==> src/rtl/latch_dump_sender.sv <==
// latch_dump_sender: sweeps every pipeline-latch select code, captures the
// registered selector word and streams it as four bytes to the UART transmitter.
module latch_dump_sender #(
  parameter int MUX_LATENCY    = 1,
  parameter int BYTE_LSB_FIRST = 1
) (
  input  logic        clk,
  input  logic        rst,
  input  logic        start,
  input  logic        abort,
  input  logic [31:0] sel_data,
  input  logic        tx_done,
  output logic [6:0]  mux_sel,
  output logic        tx_start,
  output logic [7:0]  tx_data,
  output logic        busy,
  output logic        done
);

  localparam int WAIT_W = $clog2(MUX_LATENCY + 2);
  localparam logic [6:0] LAST_CODE = 7'h41;

  typedef enum logic [2:0] {IDLE, SEL, CAPTURE, SEND, WAIT_TX, NEXT, FIN} stateT;

  stateT             state, nextState;
  logic [2:0]        stage, nextStage;
  logic [3:0]        offset, nextOffset;
  logic [1:0]        byteIdx, byteSel;
  logic [WAIT_W-1:0] waitCnt;
  logic [31:0]       capWord;
  logic [6:0]        muxSel;
  logic              selDone;

  function automatic logic [3:0] lastOffset(input logic [2:0] s);
    case (s)
      3'd0:    return 4'd1;
      3'd1:    return 4'd5;
      3'd2:    return 4'd5;
      3'd3:    return 4'd3;
      default: return 4'd1;
    endcase
  endfunction

  always_ff @(posedge clk or negedge rst) begin
    if (!rst) state <= IDLE;
    else      state <= nextState;
  end

  always_comb begin
    nextState  = state;
    tx_start   = 1'b0;
    busy       = 1'b0;
    done       = 1'b0;
    selDone    = (waitCnt == WAIT_W'(MUX_LATENCY));
    nextStage  = stage;
    nextOffset = offset + 4'd1;
    if (offset == lastOffset(stage)) begin
      nextStage  = stage + 3'd1;
      nextOffset = '0;
    end
    byteSel = (BYTE_LSB_FIRST != 0) ? byteIdx : ~byteIdx;
    tx_data = capWord[{byteSel, 3'b000} +: 8];
    case (state)
      IDLE:    if (start) nextState = SEL;
      SEL: begin
        busy = 1'b1;
        if (selDone) nextState = CAPTURE;
      end
      CAPTURE: begin
        busy      = 1'b1;
        nextState = SEND;
      end
      SEND: begin
        busy      = 1'b1;
        tx_start  = 1'b1;
        nextState = WAIT_TX;
      end
      WAIT_TX: begin
        busy = 1'b1;
        if (tx_done) nextState = (byteIdx == 2'd3) ? NEXT : SEND;
      end
      NEXT: begin
        busy      = 1'b1;
        nextState = (muxSel == LAST_CODE) ? FIN : SEL;
      end
      FIN: begin
        done      = 1'b1;
        nextState = IDLE;
      end
      default: nextState = IDLE;
    endcase
    // abort also masks start while idle
    if (abort) nextState = IDLE;
  end

  // The word is latched on the edge that leaves SEL, i.e. MUX_LATENCY+1 edges
  // after mux_sel moved; CAPTURE then presents byte 0 for the following SEND.
  always_ff @(posedge clk or negedge rst) begin
    if (!rst) begin
      stage   <= '0;
      offset  <= '0;
      byteIdx <= '0;
      waitCnt <= '0;
      capWord <= '0;
      muxSel  <= '0;
    end else if (!abort) begin
      case (state)
        IDLE: begin
          if (start) begin
            stage   <= '0;
            offset  <= '0;
            muxSel  <= '0;
            waitCnt <= '0;
          end
        end
        SEL: begin
          if (selDone) begin
            capWord <= sel_data;
            byteIdx <= '0;
            waitCnt <= '0;
          end else begin
            waitCnt <= waitCnt + WAIT_W'(1);
          end
        end
        WAIT_TX: begin
          if (tx_done && byteIdx != 2'd3) byteIdx <= byteIdx + 2'd1;
        end
        NEXT: begin
          if (muxSel != LAST_CODE) begin
            stage  <= nextStage;
            offset <= nextOffset;
            muxSel <= {nextStage, nextOffset};
          end
        end
        default: ;
      endcase
    end
  end

  assign mux_sel = muxSel;

endmodule

==> config.mk <==
export PLATFORM = sky130hd
export DESIGN_NAME = latch_dump_sender
export DESIGN_NICKNAME = d
export VERILOG_FILES = /design/src/rtl/latch_dump_sender.sv
export SDC_FILE = /design/constraint.sdc
export NUM_CORES = 1
export LEC_CHECK = 0
export CAP_MARGIN = 20
export CORE_MARGIN = 3
export CORE_UTILIZATION = 40
export DETAILED_ROUTE_END_ITERATION = 6
export GPL_TIMING_DRIVEN = 0
export PLACE_DENSITY = 0.62
export REMOVE_ABC_BUFFERS = 1
export SYNTH_ARGS = -nofsm -noshare
export SYNTH_HDL_FRONTEND = slang
export SYNTH_SLANG_ARGS = --single-unit
==> constraint.sdc <==
create_clock -name clk -period 3.1 [get_ports clk]
set_input_delay 0.31 -clock clk [delete_from_list [all_inputs] [get_ports clk]]
set_output_delay 0.31 -clock clk [all_outputs]
set_load 0.01 [all_outputs]
==> results of run 1 <==
-- stage by stage --
step                 util  power [mW]
CTS                 0.552        2.35
floorplan               -        1.53
global placement    0.528        1.86
finish              0.552        2.32
global route        0.552        2.49
detailed placement  0.531        1.89
-- worst max-delay path: cells and delay by family (launching register included) --
| kind | cells | cell delay [ns] |
|---|---|---|
| buf+inv | 1 | 0.50 |
| mux | 1 | 0.58 |
| flops | 1 | 0.76 |
-- cells in the mapped netlist, types with 2 or more instances --
library cell / count
a21oi_1: 6
a22oi_1: 2
a41oi_1: 2
and3_1: 2
buf_2: 7
dfrtp_1: 46
ha_1: 8
inv_1: 5
mux2_1: 2
mux2_2: 31
mux2i_1: 3
mux4_2: 8
nand2_1: 8
nand2b_1: 2
nand3_1: 2
nor2_1: 7
nor2b_1: 2
nor3_1: 4
nor3_2: 2
nor4bb_1: 2
o21a_1: 3
o21ai_0: 6
o21bai_1: 2
o31ai_1: 3
or4_1: 2
xnor2_1: 2
-- worst max path at each step --
stage	cells after the start	end
5_1_grt	2	tx_data[1]
4_1_cts	2	tx_data[1]
6_report	2	tx_data[1]
3_5_place_dp	4	capWord[7]
3_3_place_gp	1	capWord[8]
2_1_floorplan	3	capWord[6]
-- area by class of cell --
class                   instances  share of cell area
clock inverters                 3              0.0139
clock buffers                   5              0.0218
well taps                      72              0.0286
inverters                       6             0.00873
multi-input cells             134               0.383
repair buffers                 56               0.179
flip-flops and latches         46               0.365
-- sequential cells by signal (all words and copies together), names as in the netlist --
signal	cells
byteIdx	2
capWord	32
mux_sel	1
offset	3
stage	3
state	3
waitCnt	2
-- layer usage --
metal,share of wire,wire length [um],GRT usage
met2,0.48,2480,0.245
met1,0.48,2490,0.214
met5,0,0,0
met3,0.030,156,0.0385
met4,0.014,75,0.0512
-- cells in the final DEF, fill, tap and decap left out, types with 2 or more instances in the layout --
master           Yosys  final
xnor2_1              2      2
o21a_1               3      3
a41oi_1              2      2
or4_1                2      2
nor3_2               2      2
nand3_1              2      2
o21bai_1             2      2
a22oi_1              2      2
mux2i_1              3      3
inv_1                5      5
nor3_1               4      4
nor4bb_1             2      2
nor2_1               7      7
dfrtp_1             46     46
mux2_1               2      2
and3_1               2      2
mux2_2              31     31
clkdlybuf4s50_1      0     53
o31ai_1              3      3
ha_1                 8      8
mux4_2               8      8
o21ai_0              6      6
a21oi_1              6      6
nand2_1              8      8
nor2b_1              2      2
nand2b_1             2      2
clkbuf_8             0      5
-- power groups by stage --
| stage | sequential, mW | clock (mW) | combinational [mW] |
|---|---|---|---|
| global placement | 1.02 | 0 | 0.844 |
| finish | 1.01 | 0.455 | 0.855 |
| CTS | 1.02 | 0.468 | 0.867 |
| global route | 1.06 | 0.501 | 0.930 |
| detailed placement | 1.03 | 0 | 0.864 |
| floorplan | 0.974 | 0 | 0.553 |
-- timing repair --
action / in CTS / in global routing
gates resized for setup: 0 / 0
hold endpoints to repair: 12 / 0
setup endpoints to repair: 0 / 0
hold buffers: 1 / 0
-- cell families (layout without fill, tap and decap cells) --
| family | after synthesis | in the layout | synth area share |
|---|---|---|---|
| flops | 46 | 46 | 0.473 |
| simple gates | 45 | 45 | 0.111 |
| mux | 44 | 44 | 0.239 |
| compound gates | 34 | 34 | 0.0940 |
| buf+inv | 16 | 70 | 0.0318 |
| fa+ha+maj | 8 | 8 | 0.0411 |
| xor+xnor | 3 | 3 | 0.0108 |
==> flow_metrics.tcl, run 1 <==
set metrics [dict create \
    setup_viol_count_final 0 \
    cpMaxStageDelayCell "dfrtp_1" \
    dp_worst_setup_slack_ns 0.544 \
    vdd_drop_max_mv 0.336 \
    synth_edf_count 0 \
    syn_inst 196 \
    clkPwrFrac 0.196 \
    power.density_nw_per_um2 736 \
    die-area_sq_um 7060 \
    period_share 0.790 \
    fin_skew_ns 0.00673 \
    multi_input_area_sq_um 1210 \
    rr_endpoint "capWord[7]" \
    crit_required_ns 2.79 \
    yosysTopAreaCell "dfrtp_1" \
    start_kind "flip-flop" \
    die_w_um 84.0 \
    whs_ns 0.437 \
    grt_start_max_net_pins 35 \
    power_switching_mw 0.711 \
    crit_fanout 11 \
    core.rowCount 27 \
    overflow 0 \
    first_global_vias 1743 \
    dr.pass1.iters 4 \
    p_leak_nw 1.33 \
    p_int_mw 1.61 \
    core-area_sq_um 5710 \
    final.fill_count 496 \
    routedWlPerCell_um 16.1 \
    worst_pin_slew_ns 0.798 \
    cp_slowest_stage_delay_ns 0.76 \
    r2r_cells 3 \
    cts_tree "built" \
    synth_top_area_frac 0.473 \
    final_area_sq_um 3150 \
    clockBufferDepth 2 \
    path_clk_slew_ns 0.09 \
    placed_cell_area_sq_um 3030 \
    stdcell_count 322 \
    reg2reg_slack_ns 0.82 \
    viasPerCell 5.34 \
    place.gp.congestion 0.825 \
    initial_utilization 0.427 \
    syn_to_final_growth_pct 29.5 \
    clk-insertion-delay-late_ns 0.30 \
    final_max_slew_viol_count 0 \
    fmax_ghz 0.408 \
    place_inst 313 \
    end_kind "output pin" \
    die_y_um 84.0 \
    hp-class "in -> async" \
    p_comb_frac 0.368 \
    portBuffers 54 \
    postCtsSetupRepairBufs 0 \
    seq_area_sq_um 1150 \
    synth.ff_latch_count 46 \
    hold_viol 0 \
    crit_arrival_ns 2.14 \
    yosysUniqueCellTypes 53 \
    antenna_found_initial 0 \
    ys_warn_count 0 \
    crit_type "reg -> out" \
    status "complete, no violations" \
    cp-startpoint "byteIdx[0]" \
    cts_made_buffers 5 \
    r2r_start "state[2]" \
    grt_usage 0.157 \
    max_slew_margin 0.467 \
    grt_pass1_wl_mm 8.84 \
    hpwl_mm 3.86 \
    cp_cell_sequence "mux4_2, clkdlybuf4s50_1" \
    syn_area_sq_um 2440 \
    fin_setup_tns_ns 0 \
    seqPwrFrac 0.436 \
    num_io_pins 55 \
    h-tree-depth 2 \
    min_period_ns 2.45 \
    nets 294 \
    max_cap_viol_count 0 \
    synth_area_per_cell_sq_um 12.4 \
    drive_gt1_frac 0.228 \
    drt_iter0_drc 90 \
    root_buffer "clkbuf_8" \
    drc 0 \
    rsz0062_at_grt "false" \
    antenna_left 0 \
    ys_seq_area_frac 0.473 \
    vias 1718 \
    totalWireLength_mm 5.20 \
    setup_slack_ns 0.651 \
    antennaDiodeCount 0 \
    yosys-top-cells-area "dfrtp_1 (47%), mux2_2 (14%), mux4_2 (7.4%)" \
    synth_flop_cell "dfrtp_1" \
    synthArstFlopShare 1.00 \
    power.share.switching 0.306 \
    numClockSinks 46 \
]
Note: power is estimated with default switching activity, not from simulation.
==> run 2, diff against run 1 <==
Settings changed: PLACE_DENSITY 0.62 to 0.64.
Clock period 3.1 ns to 2.1 ns, I/O delays scaled along.
==> flow_metrics.tcl, run 2 (synthesis results as in run 1) <==
set metrics [dict create \
    r2r_start "state[1]" \
    cts_made_buffers 5 \
    final.fill_count 484 \
    end_kind "output pin" \
    path_clk_slew_ns 0.08 \
    syn_to_final_growth_pct 31.2 \
    routedWlPerCell_um 15.8 \
    start_kind "flip-flop" \
    vdd_drop_max_mv 0.484 \
    min_period_ns 1.96 \
    overflow 0 \
    worst_pin_slew_ns 0.467 \
    drt_iter0_drc 61 \
    drc 0 \
    crit_type "reg -> out" \
    core-area_sq_um 5710 \
    stdcell_count 326 \
    largest_reg_flops 32 \
    hpwl_mm 3.79 \
    grtUsageMet3 0.0336 \
    r2r_cells 3 \
    use_met1 0.205 \
    vias 1757 \
    max_cap_viol_count 0 \
    largest_register "capWord" \
    antenna_found_initial 0 \
    cts_tree "built" \
    place.gp.congestion 0.774 \
    fmax_ghz 0.509 \
    hp-class "in -> async" \
    grt_pass1_wl_mm 8.67 \
    clockBufferDepth 2 \
    core.rowCount 27 \
    crit_arrival_ns 1.75 \
    grt_usage 0.151 \
    root_buffer "clkbuf_8" \
    drive_gt1_frac 0.252 \
    max_slew_margin 0.689 \
    antenna_left 0 \
    whs_ns 0.321 \
    status "complete, no violations" \
    viasPerCell 5.39 \
    busiest_layer "met2" \
    crit_fanout 12 \
    final_max_slew_viol_count 0 \
    power.density_nw_per_um2 1030 \
    p_leak_nw 1.43 \
    period_share 0.935 \
    antennaDiodeCount 0 \
    nets 299 \
    grt_start_max_net_pins 38 \
    portBuffers 54 \
    h-tree-depth 2 \
    die-area_sq_um 7060 \
    dr.pass1.iters 4 \
    utilization 0.560 \
    die_w_um 84.0 \
    totalWireLength_mm 5.16 \
    initial_utilization 0.427 \
    final_common_cell "clkdlybuf4s50_1" \
    num_io_pins 55 \
    final_cell_mix "clkdlybuf4s50_1 (45), dfrtp_1 (43), mux2_2 (31)" \
    place_inst 313 \
    reg2reg_slack_ns 0.20 \
    grt_use_met2 0.247 \
    fin_skew_ns 0.00673 \
    crit_required_ns 1.89 \
    rsz0062_at_grt "false" \
    hold_viol 0 \
    clk-insertion-delay-late_ns 0.29 \
    rr_endpoint "capWord[7]" \
    setup_viol_count_final 0 \
    first_global_vias 1730 \
    die_y_um 84.0 \
    numClockSinks 46 \
]
[run 2: cell count changes in the layout (fill, tap and decap cells not counted), sizes merged]
cell and delta:
bufinv -1, buf +4, clkdlybuf4s50 -8, dlymetal6s2s +8, inv -1, clkinv +1, clkbuf +1
[run 2: per-stage QoR]
stage	setup WS [ns]	area [sq um]	total power [mW]	TNS, ns
finish	0.136	3200	3.29	0
global route	0.0139	3200	3.53	0
CTS	0.00800	3140	3.31	0
detailed placement	-0.349	3030	2.79	-10.03
global placement	-0.501	3020	2.74	-32.63
floorplan	0.219	2390	2.25	0
[run 2: layout make-up]
type                            count  area [sq um]  area share
Clock inverter                      2          10.0     0.00313
Timing Repair Buffer               61           623       0.195
Tap cell                           72          90.1      0.0282
Inverter                            6          27.5     0.00861
Sequential cell                    46          1160       0.363
Multi-Input combinational cell    134          1220       0.381
Clock buffer                        5          68.8      0.0215
[run 2: layer usage]
layer	part of all wire	vias to the layer above
li1	-	854
met5	0	-
met2	0.51	28
met3	0.034	2
met4	0.0045	0
met1	0.45	873
[run 2: repair_timing]
action                                 CTS  global route
setup endpoints to repair               41             9
gates resized for setup                  5            10
endpoints found under the hold margin    9             0
hold buffers                             1             0
buffers inserted                         1             4
[run 2: critical path, cell delays in order (launching register included)]
cell	delay [ns]
dfrtp_4	0.54
or2_4	0.29
nor2_1	0.09
a21oi_1	0.05
clkdlybuf4s50_1	0.50
[run 2: report_power, final]
group	internal (mW)	switching, mW
Combinational	0.800	0.506
Clock	0.223	0.268
Sequential	1.24	0.244
[run 2: how the worst max path moves through the flow]
stage | start | to | slack [ns] | depth (start not counted)
2_1_floorplan | state[2] | capWord[6] | 0.22 | 3
3_3_place_gp | rst | stage[2] | -0.50 | 1
3_5_place_dp | abort | capWord[6] | -0.35 | 4
4_1_cts | state[2] | busy | 0.008 | 4
5_1_grt | state[2] | busy | 0.01 | 4
6_report | state[2] | busy | 0.14 | 4
